File: src/rtl/fwd_hazard_unit.sv
// Forwarding and load-use hazard unit: tracks in-flight writers past EX, selects
// bypass sources for EX read ports and stalls ID readers of too-young loads.
module fwd_hazard_unit #(
  parameter  int REG_AW     = 5,
  parameter  int N_RD       = 2,
  parameter  int DEPTH      = 2,
  parameter  int LOAD_STAGE = 2,
  localparam int SW         = $clog2(DEPTH + 1)
) (
  input  logic                     clk,
  input  logic                     rst,
  input  logic                     adv,
  input  logic                     ex_valid,
  input  logic                     ex_regwrite,
  input  logic                     ex_memread,
  input  logic [REG_AW-1:0]        ex_rd,
  input  logic [N_RD*REG_AW-1:0]   ex_rs,
  input  logic [N_RD*REG_AW-1:0]   id_rs,
  input  logic                     id_valid,
  output logic [N_RD*SW-1:0]       fwd_sel,
  output logic                     stall,
  output logic [15:0]              stall_cnt
);

  typedef struct packed {
    logic              v;
    logic              ld;
    logic [REG_AW-1:0] rd;
  } entry_t;

  entry_t trk [1:DEPTH];

  // NOTE: sequential state uses non-blocking assignments so every stage samples
  // the pre-edge value of its predecessor; blocking here would collapse the shift.
  // NOTE: only the valid bits are reset; ld/rd are don't-care while v=0, so the
  // tracker payload needs no reset network.
  always_ff @(posedge clk) begin
    if (rst) begin
      for (int s = 1; s <= DEPTH; s++) trk[s].v <= 1'b0;
    end else if (adv) begin
      trk[1] <= '{v:  ex_valid & ex_regwrite & (ex_rd != '0),
                  ld: ex_memread,
                  rd: ex_rd};
      for (int s = 2; s <= DEPTH; s++) trk[s] <= trk[s-1];
    end
  end

  // NOTE: every combinational output gets a default before any conditional
  // assignment, so no path leaves it unassigned and no latch is inferred.
  always_comb begin
    fwd_sel = '0;
    if (!rst) begin
      for (int p = 0; p < N_RD; p++) begin
        // Walk oldest to youngest so the nearest stage overwrites older hits.
        for (int s = DEPTH; s >= 1; s--) begin
          if (trk[s].v && (trk[s].rd == ex_rs[p*REG_AW +: REG_AW]))
            fwd_sel[p*SW +: SW] = SW'(DEPTH + 1 - s);
        end
      end
    end
  end

  always_comb begin
    stall = 1'b0;
    if (!rst && id_valid) begin
      for (int p = 0; p < N_RD; p++) begin
        if (id_rs[p*REG_AW +: REG_AW] != '0) begin
          if ((LOAD_STAGE > 1) && ex_valid && ex_regwrite && ex_memread &&
              (ex_rd == id_rs[p*REG_AW +: REG_AW]))
            stall = 1'b1;
          // A load in stage s reaches the forwardable stage only if s+1 >= LOAD_STAGE.
          for (int s = 1; s <= DEPTH; s++) begin
            if ((s + 1 < LOAD_STAGE) && trk[s].v && trk[s].ld &&
                (trk[s].rd == id_rs[p*REG_AW +: REG_AW]))
              stall = 1'b1;
          end
        end
      end
    end
  end

  always_ff @(posedge clk) begin
    if (rst) begin
      stall_cnt <= '0;
    end else if (stall && adv && (stall_cnt != 16'hFFFF)) begin
      stall_cnt <= stall_cnt + 16'd1;
    end
  end

endmodule

File: config.mk
export PLATFORM = sky130hd
export DESIGN_NAME = fwd_hazard_unit
export DESIGN_NICKNAME = d
export VERILOG_FILES = /design/src/rtl/fwd_hazard_unit.sv
export SDC_FILE = /design/constraint.sdc
export NUM_CORES = 1
export LEC_CHECK = 0
export BUFFER_PORTS_ARGS = -buffer_cell sky130_fd_sc_hd__buf_2
export CAP_MARGIN = 30
export CORE_MARGIN = 2
export CORE_UTILIZATION = 45
export CTS_CLUSTER_DIAMETER = 80
export DETAILED_ROUTE_END_ITERATION = 7
export PLACE_DENSITY = 0.75
export SLEW_MARGIN = 5
export SYNTH_ARGS = -nofsm -noshare
export SYNTH_HDL_FRONTEND = slang
export SYNTH_SLANG_ARGS = --single-unit
File: constraint.sdc
create_clock -name clk -period 2.3 [get_ports clk]
set_clock_uncertainty 0.1 [all_clocks]
set_input_delay 0.345 -clock clk [delete_from_list [all_inputs] [get_ports clk]]
set_output_delay 0.345 -clock clk [all_outputs]
set_load 0.005 [all_outputs]
# Word level (Yosys, flattened, before mapping)
# Memories as Yosys holds them, arrays and structs flattened.
# Index checks and enable logic that the tools add are counted.
[word_totals] register_bits=16 latch_bits=0 mem_bits_rw=14 mem_bits_ro=0 input_bits=32 output_inout_bits=21 wordCells=46 n_memories=1
[memory_table] name="trk" depth=2 width=7 read_ports=2 rd_clocked_by_memory_dff=0 write_ports=2 line="31" source="entry_t trk [1:DEPTH];"
[op_classes] n_addsub=1 multipliers=0 n_div=0 order_cmp=0 n_eq_ne=7 n_shift=0 n_mux=17 n_bitwise=4 n_reduce_logical=15
[op_table] op="5-bit == test" n=6
[op_table] op="16-bit by 1-bit adder with 16-bit output (second input constant)" n=1
[op_table] op="16-bit inequality test (second input constant)" n=1
[op_table] op="5-bit nonzero test" n=3
[op_table] op="1-bit 2-to-1 mux" n=14
[op_table] op="1-bit logical AND" n=11
[op_table] op="2-bit 2-to-1 mux" n=2
[op_table] op="4-bit 2-to-1 mux" n=1
[op_table] op="1-bit bitwise AND" n=2
[op_table] op="1-bit bitwise OR" n=2
[op_table] op="1-bit logical NOT" n=1

# Longest topological paths before layout
# Gate-level depths: netlist of run 1.
[logic_depth] depth_word=10 ltp_mapped=8 ltp_nobuf=6

# Worst setup path after synthesis of run 1
# No wires, ideal clock.
[synth_timing] path_type="in2reg" start="input port ex_valid" end="register stall_cnt[13]" setup_time_ps=121 t_arrival_ps=2044 t_required_ps=2079 slack_ps=36 path_stages=7 path_buffers=1 path_cell_list="nand2_1 -> or3_1 -> or3_1 -> a21o_1 -> buf_6 -> nor4_1 -> mux2_2"
[synth_between] elab_chain_cells=10 elab_cells_between_ends=11 cone_classes="5 x mux; 6 x reduce/logical"
[synth_lines] item="start: declaration" line="13" source="input logic ex_valid,"
[synth_lines] item="1-bit logical AND * (2 in series)" line="68" source="if ((LOAD_STAGE > 1) && ex_valid && ex_regwrite && ex_memread &&"
[synth_lines] item="1-bit logical AND" line="68"
[synth_lines] item="1-bit 2-to-1 mux" line="68"
[synth_lines] item="1-bit 2-to-1 mux" line="67" source="if (id_rs[p*REG_AW +: REG_AW] != '0) begin"
[synth_lines] item="1-bit 2-to-1 mux" line="68"
[synth_lines] item="1-bit 2-to-1 mux *" line="67"
[synth_lines] item="1-bit 2-to-1 mux *" line="65" source="if (!rst && id_valid) begin"
[synth_lines] item="1-bit logical AND * (2 in series)" line="85" source="end else if (stall && adv && (stall_cnt != 16'hFFFF)) begin"
[synth_lines] item="end signal: assignment" line="86" source="stall_cnt <= stall_cnt + 16'd1;"
[synth_lines] item="end: declaration" line="22" source="output logic [15:0] stall_cnt"
# Mark *: on every way between the ends. The rest lies on a longest branch, timed or not.
# A chain may end at the register's enable or synchronous reset.

==> results summary, run 1 <==
CTS built an H-tree with a depth of 1. For this design the static power due to leakage is between 0.8 and 0.9 nW. The area added between synthesis and finish is 29.3%. After synthesis, the mean cell area works out to between 9 and 10 um^2. The number of synthesized register bits is 28. The placed wire-length estimate came out at approximately 2.9 mm. The slew at the pin closest to its max-slew limit came out at a little over 0.4 ns. The class of the tightest hold or removal check is in -> reg. The clock network latency to the later pin of the worst-skew pair came out at about 0.33 ns. The Yosys warning count came out at 0. The via total after detailed routing came out at ~1500. The design internal power is around 660 uW.

The number of hold violations in the final report came out at 0. The die height is approximately 64 um. The synthesized netlist devotes 11.7% of its cell area to compound gates.

The maximum clock frequency is around 460 MHz. The post-layout instance count excluding filler cells came out at about 280. The part of the power in the clock network came out at 24.1%. The synthesized net count is a little under 200. The placer congestion estimate came out at between 0.8 and 0.9. The count of nets left with antenna violations once routing finished came out at 0.

Setup total negative slack on the finished layout was measured at 0 ns. The iteration count of the initial detailed-routing pass came out at 6. The area of the core is 3360 um^2. Data on the critical path arrives at its endpoint at 1.71 ns. Sequential cells were found to cover 42.6% of the synthesized design area. Setup repair after global routing left no endpoint under its margin. The number of maximum-capacitance violations came out at 0. The share of synthesized cell area in full adder, half adder and majority cells came out at less than 1%. The dominant synthesized flop cell is dfxtp_1.

The setup slack on the worst flop-to-flop path came out at ~0.24 ns. The critical path is of the reg -> out type. The tree is rooted in a clkbuf_4. The count of hold buffers inserted by post-cts repair is 0. The proportion of total power due to net switching came out at between 20% and 30%. The utilization after layout came out at about 60%. TritonCTS built the clock tree. The required time of the worst setup path came out at between 1.5 and 2 ns. The number of filler cells placed in the layout is 324.

The proportion of netlist area held by the largest area contributor is about 23%. The area share of and/or/nand/nor cells after synthesis is a little under a quarter. Of all nets on the critical path, the largest fanout is 3. The run finished with clean final reports. By area the synthesized netlist is led by edfxtp_1, dfxtp_1, xor2_1, xnor2_1, a21oi_1. The sort of element at the end of the critical path is an output port. The cell row count is 21. The maximum vdd drop is about 0.2 mV.

The number of enable flip-flop cells after synthesis came out at 12. The distinct cell type count after synthesis came out at 38. The number of instances in the placed design is 275. The total overflow reported by the global router is 0.

The share of total power dissipated in combinational logic is between 10% and 20%. The die footprint is between 4000 and 5000 um^2. The largest buffer count on any clock path is 2. The count of input and output buffers came out at 52.

STA classifies the critical path startpoint as a register. The mapped netlist covers between 1500 and 2000 um^2. Entering global routing, the biggest net connects 25 pins. The fraction of final layout cells with drive strength greater than 1 came out at a little over a third. The post-detailed-route via-to-cell ratio came out at around 5.2. The number of nets in the final layout is around 270.

The DRC violation count after routing came out at 0. Clock tree synthesis found a total of 28 sinks. The synthesized netlist devotes approximately 18% of its cell area to XOR and XNOR gates. The starting utilization of the core area came out at ~47%. The dominant combinational cell family by area after synthesis is simple AND/OR/NAND/NOR gates. The average wire per standard cell is approximately 13 um.

The number of antenna diodes in the final layout is 0. The cell count after synthesis came out at about 160. The DRC violation total after the first TritonRoute iteration came out at 34. The cell accounting for the most synthesized area is edfxtp_1.

The number of buffers added by the clock tree synthesis step is 3. The clock-pin slew reported for the worst setup and hold paths after clock tree synthesis came out at between 0.1 and 0.15 ns. The global router's overall resource usage is 19.2%. Subtracting the final worst setup slack from the clock period gives about 2.2 ns. The total setup violations reported at the end of the flow is 0.

The mux share of post-synthesis cell area is between 2 and 2.5%. The worst relative slew slack is between 70% and 80%. After synthesis, the share of flip-flops with an asynchronous set or reset is 0%.

The period utilization is 93.6%. The power density over cell area is between 400 and 500 nW/um^2. The number of antenna violations at the first check in global routing came to 0. The global-route wire length before repair came out at between 6 and 7 mm. The final layout contains routed wiring with a total length of 3.66 mm. The worst hold slack after final layout is between 0.15 and 0.2 ns. The sequential share of power is between 60% and 70%.

The final-report max-slew violation count is 0. The I/O pin count is 53. The power dissipated by switching net loads is roughly 210 uW. The via count of the first global-routing pass was around 1400.

The floorplan die width came out at approximately 64 um.
[what timing repair did]
item                       in CTS  in global routing
setup endpoints to repair       0                  3
gates resized for setup         0                  2
setup buffers                   0                  0
hold endpoints to repair        0                  0
[per-layer routing]
layer / vias to the layer above / wire, um / GRT usage, %
met3: 4 / 161 / 3.04
met4: 0 / 46 / 5.71
met2: 33 / 1700 / 31.7
met5: - / 0 / 0
li1: 743 / - / -
met1: 683 / 1750 / 25.8
[cell families after synthesis]
logic type,count (synthesis)
buffers and inverters,7
flip-flops,28
adder cells (fa/ha/maj),1
AND/OR/NAND/NOR,64
multiplexers,3
AO/OA/AOI/OAI,27
XOR/XNOR,32
[layout by cell type, fill, tap and decap left out, drive strengths merged, types with 2 or more instances in the layout]
| master | instances |
|---|---|
| a211oi | 2 |
| a21oi | 10 |
| and2b | 2 |
| and3 | 3 |
| buf | 71 |
| clkbuf | 4 |
| dfxtp | 16 |
| edfxtp | 12 |
| inv | 3 |
| mux2 | 2 |
| nand2 | 8 |
| nand3 | 7 |
| nand4 | 5 |
| nand4b | 2 |
| nor2 | 10 |
| nor2b | 3 |
| nor4 | 5 |
| o21ai | 4 |
| o31ai | 5 |
| o41ai | 2 |
| or3 | 8 |
| or4 | 6 |
| xnor2 | 15 |
| xor2 | 17 |
[power by group through the flow]
stage / Clock, mW / Sequential (mW) / Combinational (mW)
floorplan: 0 / 0.551 / 0.0567
global placement: 0 / 0.553 / 0.114
detailed placement: 0 / 0.554 / 0.117
CTS: 0.212 / 0.543 / 0.117
global route: 0.236 / 0.544 / 0.130
finish: 0.210 / 0.542 / 0.119
[flip-flops by register name, indices dropped and copies added, names as in the netlist]
| signal | count |
|---|---|
| stall_cnt | 16 |
| trk | 12 |
[worst paths after layout]
path,from,endpoint,cells after the start
worst max-delay path,trk[1][3],fwd_sel[2],5
worst min-delay path,ex_rd[2],trk[1][2],1
worst max register to register,stall_cnt[7],stall_cnt[1],7
worst min register to register,stall_cnt[9],stall_cnt[9],2
[final cells by class]
class | instances | area (um^2) | share of cell area, %
Multi-Input combinational cell | 127 | 886 | 42.9
Tap cell | 46 | 57.6 | 2.79
Inverter | 3 | 11.3 | 0.545
Sequential cell | 28 | 681 | 33.0
Clock buffer | 4 | 26.3 | 1.27
Timing Repair Buffer | 71 | 403 | 19.5
[stage by stage]
stage	cell area (um^2)	worst slack, ns	total power [mW]
finish	2060	0.147	0.871
CTS	2060	0.105	0.872
global route	2060	0.0451	0.910
floorplan	1600	0.0357	0.607
detailed placement	2030	-0.188	0.670
global placement	2030	-0.112	0.666
[synthesized netlist by cell type, drive strengths merged, types with 4 or more instances]
master / instances
edfxtp: 12
dfxtp: 16
or4: 6
a21oi: 10
nand4: 5
nor4: 5
xnor2: 15
o21ai: 4
or3: 8
nand2: 8
nand3: 7
xor2: 17
nor2: 10
o31ai: 5
[worst max-delay path, cell delays in order, from the launching register on]
cell and delay [ns]:
edfxtp_1 0.48, xor2_1 0.18, nor4_1 0.32, nand3_1 0.14, nor2b_1 0.15, buf_2 0.12
Note: power is estimated with default switching activity, not from simulation.
==> inputs of run 2 (changes only) <==
- CORE_UTILIZATION: 45 -> 54
- PLACE_DENSITY: 0.75 -> 0.85
- SETUP_SLACK_MARGIN: default -> 0.15
- clock period: 2.3 -> 2.5 ns (I/O delays scaled with it)
==> run 2 against run 1 <==
Effect of this change: clock power increased by 20%; flip-flop and latch count stayed put; die area shrank 16%; global-route usage rose by 3.8 points; worst setup slack improved by 0.15 ns; clock-buffer cell count is the same; critical endpoint is now fwd_sel[0].
==> results summary, run 2 (synthesized netlist as in run 1, its figures left out) <==
The DRC violation total after the first TritonRoute iteration was 65 (+91%). The library cells used most frequently in the layout, excluding fill and tap cells, are buf_2, xor2_1, dfxtp_1, xnor2_1, edfxtp_1. The number of buffers added by the clock tree synthesis step came out at 3 (unchanged). The required time of the worst setup path is 2.03 ns (+0.17 ns). The cell at the slowest stage of the critical path is edfxtp_1. The total leakage power came to 0.808 nW (-5.0%). The total wire length came to 3.69 mm (+0.96%). The register containing the most flip-flops in the final layout is stall_cnt. The tree is rooted in a clkbuf_4. The largest buffer count on any clock path came out at 2 (unchanged). The slew at the pin closest to its max-slew limit is 0.381 ns (-0.0306 ns).

The CTS H-tree depth is 1 (unchanged). Leaving out fill and tap cells, the most frequent cell in the layout is buf_2. The run finished with clean final reports. Traced cell by cell, the critical path runs through xor2_1 > nor4_1 > nand3_1 > nor2b_1 > buf_2. The die height came out at 58.4 um (-8.2%). The I/O pin count is 53 (unchanged). The post-detailed-route via-to-cell ratio came out at 5.77 (+10%). The period utilization is about 90%.

The cell row count came to 19 (-9.5%). The final sum of negative setup slack came out at 0 ns (unchanged). The power density over cell area came out at 432 nW/um^2 (+2.3%).

The final-report max-slew violation count is 0 (unchanged). The global-route wire length before repair is 6.11 mm (-3.1%). The clock network latency to the later pin of the worst-skew pair came out at 0.33 ns (about the same).

In the final layout, the registers with the most flip-flops are stall_cnt (16), trk (12). The antenna cell count came to 0 (unchanged). The maximum vdd drop came out at 0.276 mV (+35%). The starting utilization of the core area was 57.4% (+9.9 points). The clock-pin slew reported for the worst setup and hold paths after clock tree synthesis is 0.14 ns (about the same). The peak per-stage delay on the critical path came out at 0.47 ns (about the same).

Relative to the synthesized area, the layout overhead comes to 23.9%. The number of nets in the final layout was 256 (-4.1%). The number of clock sinks came to 28 (unchanged). The area of the core came out at 2780 um^2 (-17%). The worst relative slew slack is 74.4% (+1.9 points). The flip-flop count of the largest register, all copies and words added came out at 16 (unchanged). The via count of the first global-routing pass was 1383 (-2.1%).

The number of antenna violations at the first check in global routing came out at 0 (unchanged). The floorplan die width came to 58.4 um (-8.2%). The total setup violations reported at the end of the flow came out at 0 (unchanged). On the critical path the largest part of the delay comes from simple AND/OR/NAND/NOR gates. The iteration count of the initial detailed-routing pass is 4 (-2). The post-layout instance count excluding filler cells came to 253 (-9.3%). The global router's overall resource usage was 23.0% (+3.8 points). The path type of the worst setup path is reg -> out. The via total after detailed routing was 1460 (-0.21%). The die footprint came out at 3410 um^2 (-16%).

The count of input and output buffers is 52 (unchanged). The average wire per standard cell was 14.6 um (+11%). The placer congestion estimate is 0.902 (+3.3%). The critical path buffer and inverter count came out at 1 (unchanged).

The area occupied by multi-input gates came out at 880 um^2 (-0.71%). The placed wire-length estimate came out at 2.93 mm (+1.3%). The number of maximum-capacitance violations is 0 (unchanged). The sequential cell area came out at 681 um^2 (unchanged). The data arrival time of the critical path came to 1.72 ns (about the same). The number of filler cells placed in the layout is 212 (-35%). The largest fanout on the critical path came out at 3 (unchanged). The maximum clock frequency is 455 MHz. In this run the worst hold path is classified as in -> reg.

The total overflow reported by the global router is 0 (unchanged). The number of instances in the placed design is 249 (-9.5%). The DRC violation count after routing came out at 0 (unchanged). The post-route antenna net violation count came out at 0 (unchanged).

The number of hold violations in the final report came to 0 (unchanged). Setup repair after global routing left no endpoint under its margin. The clock tree from TritonCTS is done.

The worst setup path is captured at an output port. The largest net degree at the start of global routing came out at 25 (unchanged). The fraction of final layout cells with drive strength greater than 1 came out at 32.0% (-3.2 points).

The minimum clock period came out at 2.20 ns. The post-CTS setup repair buffer count came out at 0 (unchanged). STA classifies the critical path startpoint as a register.
-- run 2: path summary, 6_finish.rpt --
kind	from	endpoint	slack [ns]	cells past startpoint
max	trk[1][3]	fwd_sel[0]	0.30	5
min	ex_rd[4]	trk[1][4]	0.20	1
max reg2reg	stall_cnt[4]	stall_cnt[1]	0.34	7
min reg2reg	stall_cnt[7]	stall_cnt[7]	0.41	2
-- run 2: area by class of cell --
class	count	share of cell area, %
clock buffers	4	2.40
inverters	3	0.569
multi-input cells	127	44.5
flip-flops and latches	28	34.4
well taps	31	1.96
repair buffers	60	16.2
-- run 2: per-layer routing --
metal | track usage, % | vias to the layer above | routed length (um)
li1 | - | 718 | -
met1 | 30.2 | 706 | 1640
met2 | 40.1 | 30 | 1890
met3 | 2.20 | 6 | 114
met4 | 6.98 | 0 | 51
met5 | 0 | - | 0
-- run 2: timing repair --
action / 4_1_cts / 5_1_grt
endpoints found under the setup margin: 0 / 3
hold buffers: 0 / 0
resized for setup: 0 / 1
-- run 2: report_power, final --
group | internal [mW] | switching [mW]
clock network | 0.122 | 0.130
logic | 0.0518 | 0.0509
registers | 0.489 | 0.00987
total | 0.663 | 0.191
-- run 2: through the flow --
step                      power [mW]  util (%)  worst slack, ns  hold slack, ns  instance area, um^2
after floorplan                0.559         -            0.206           0.374                 1600
after global placement         0.605      69.4           0.0735           0.375                 1930
after detailed placement       0.612      69.4           0.0180           0.389                 1930
after CTS                      0.856      71.1            0.263           0.195                 1980
after global routing           0.887      71.1            0.153           0.192                 1980
final                          0.854      71.1            0.300           0.197                 1980
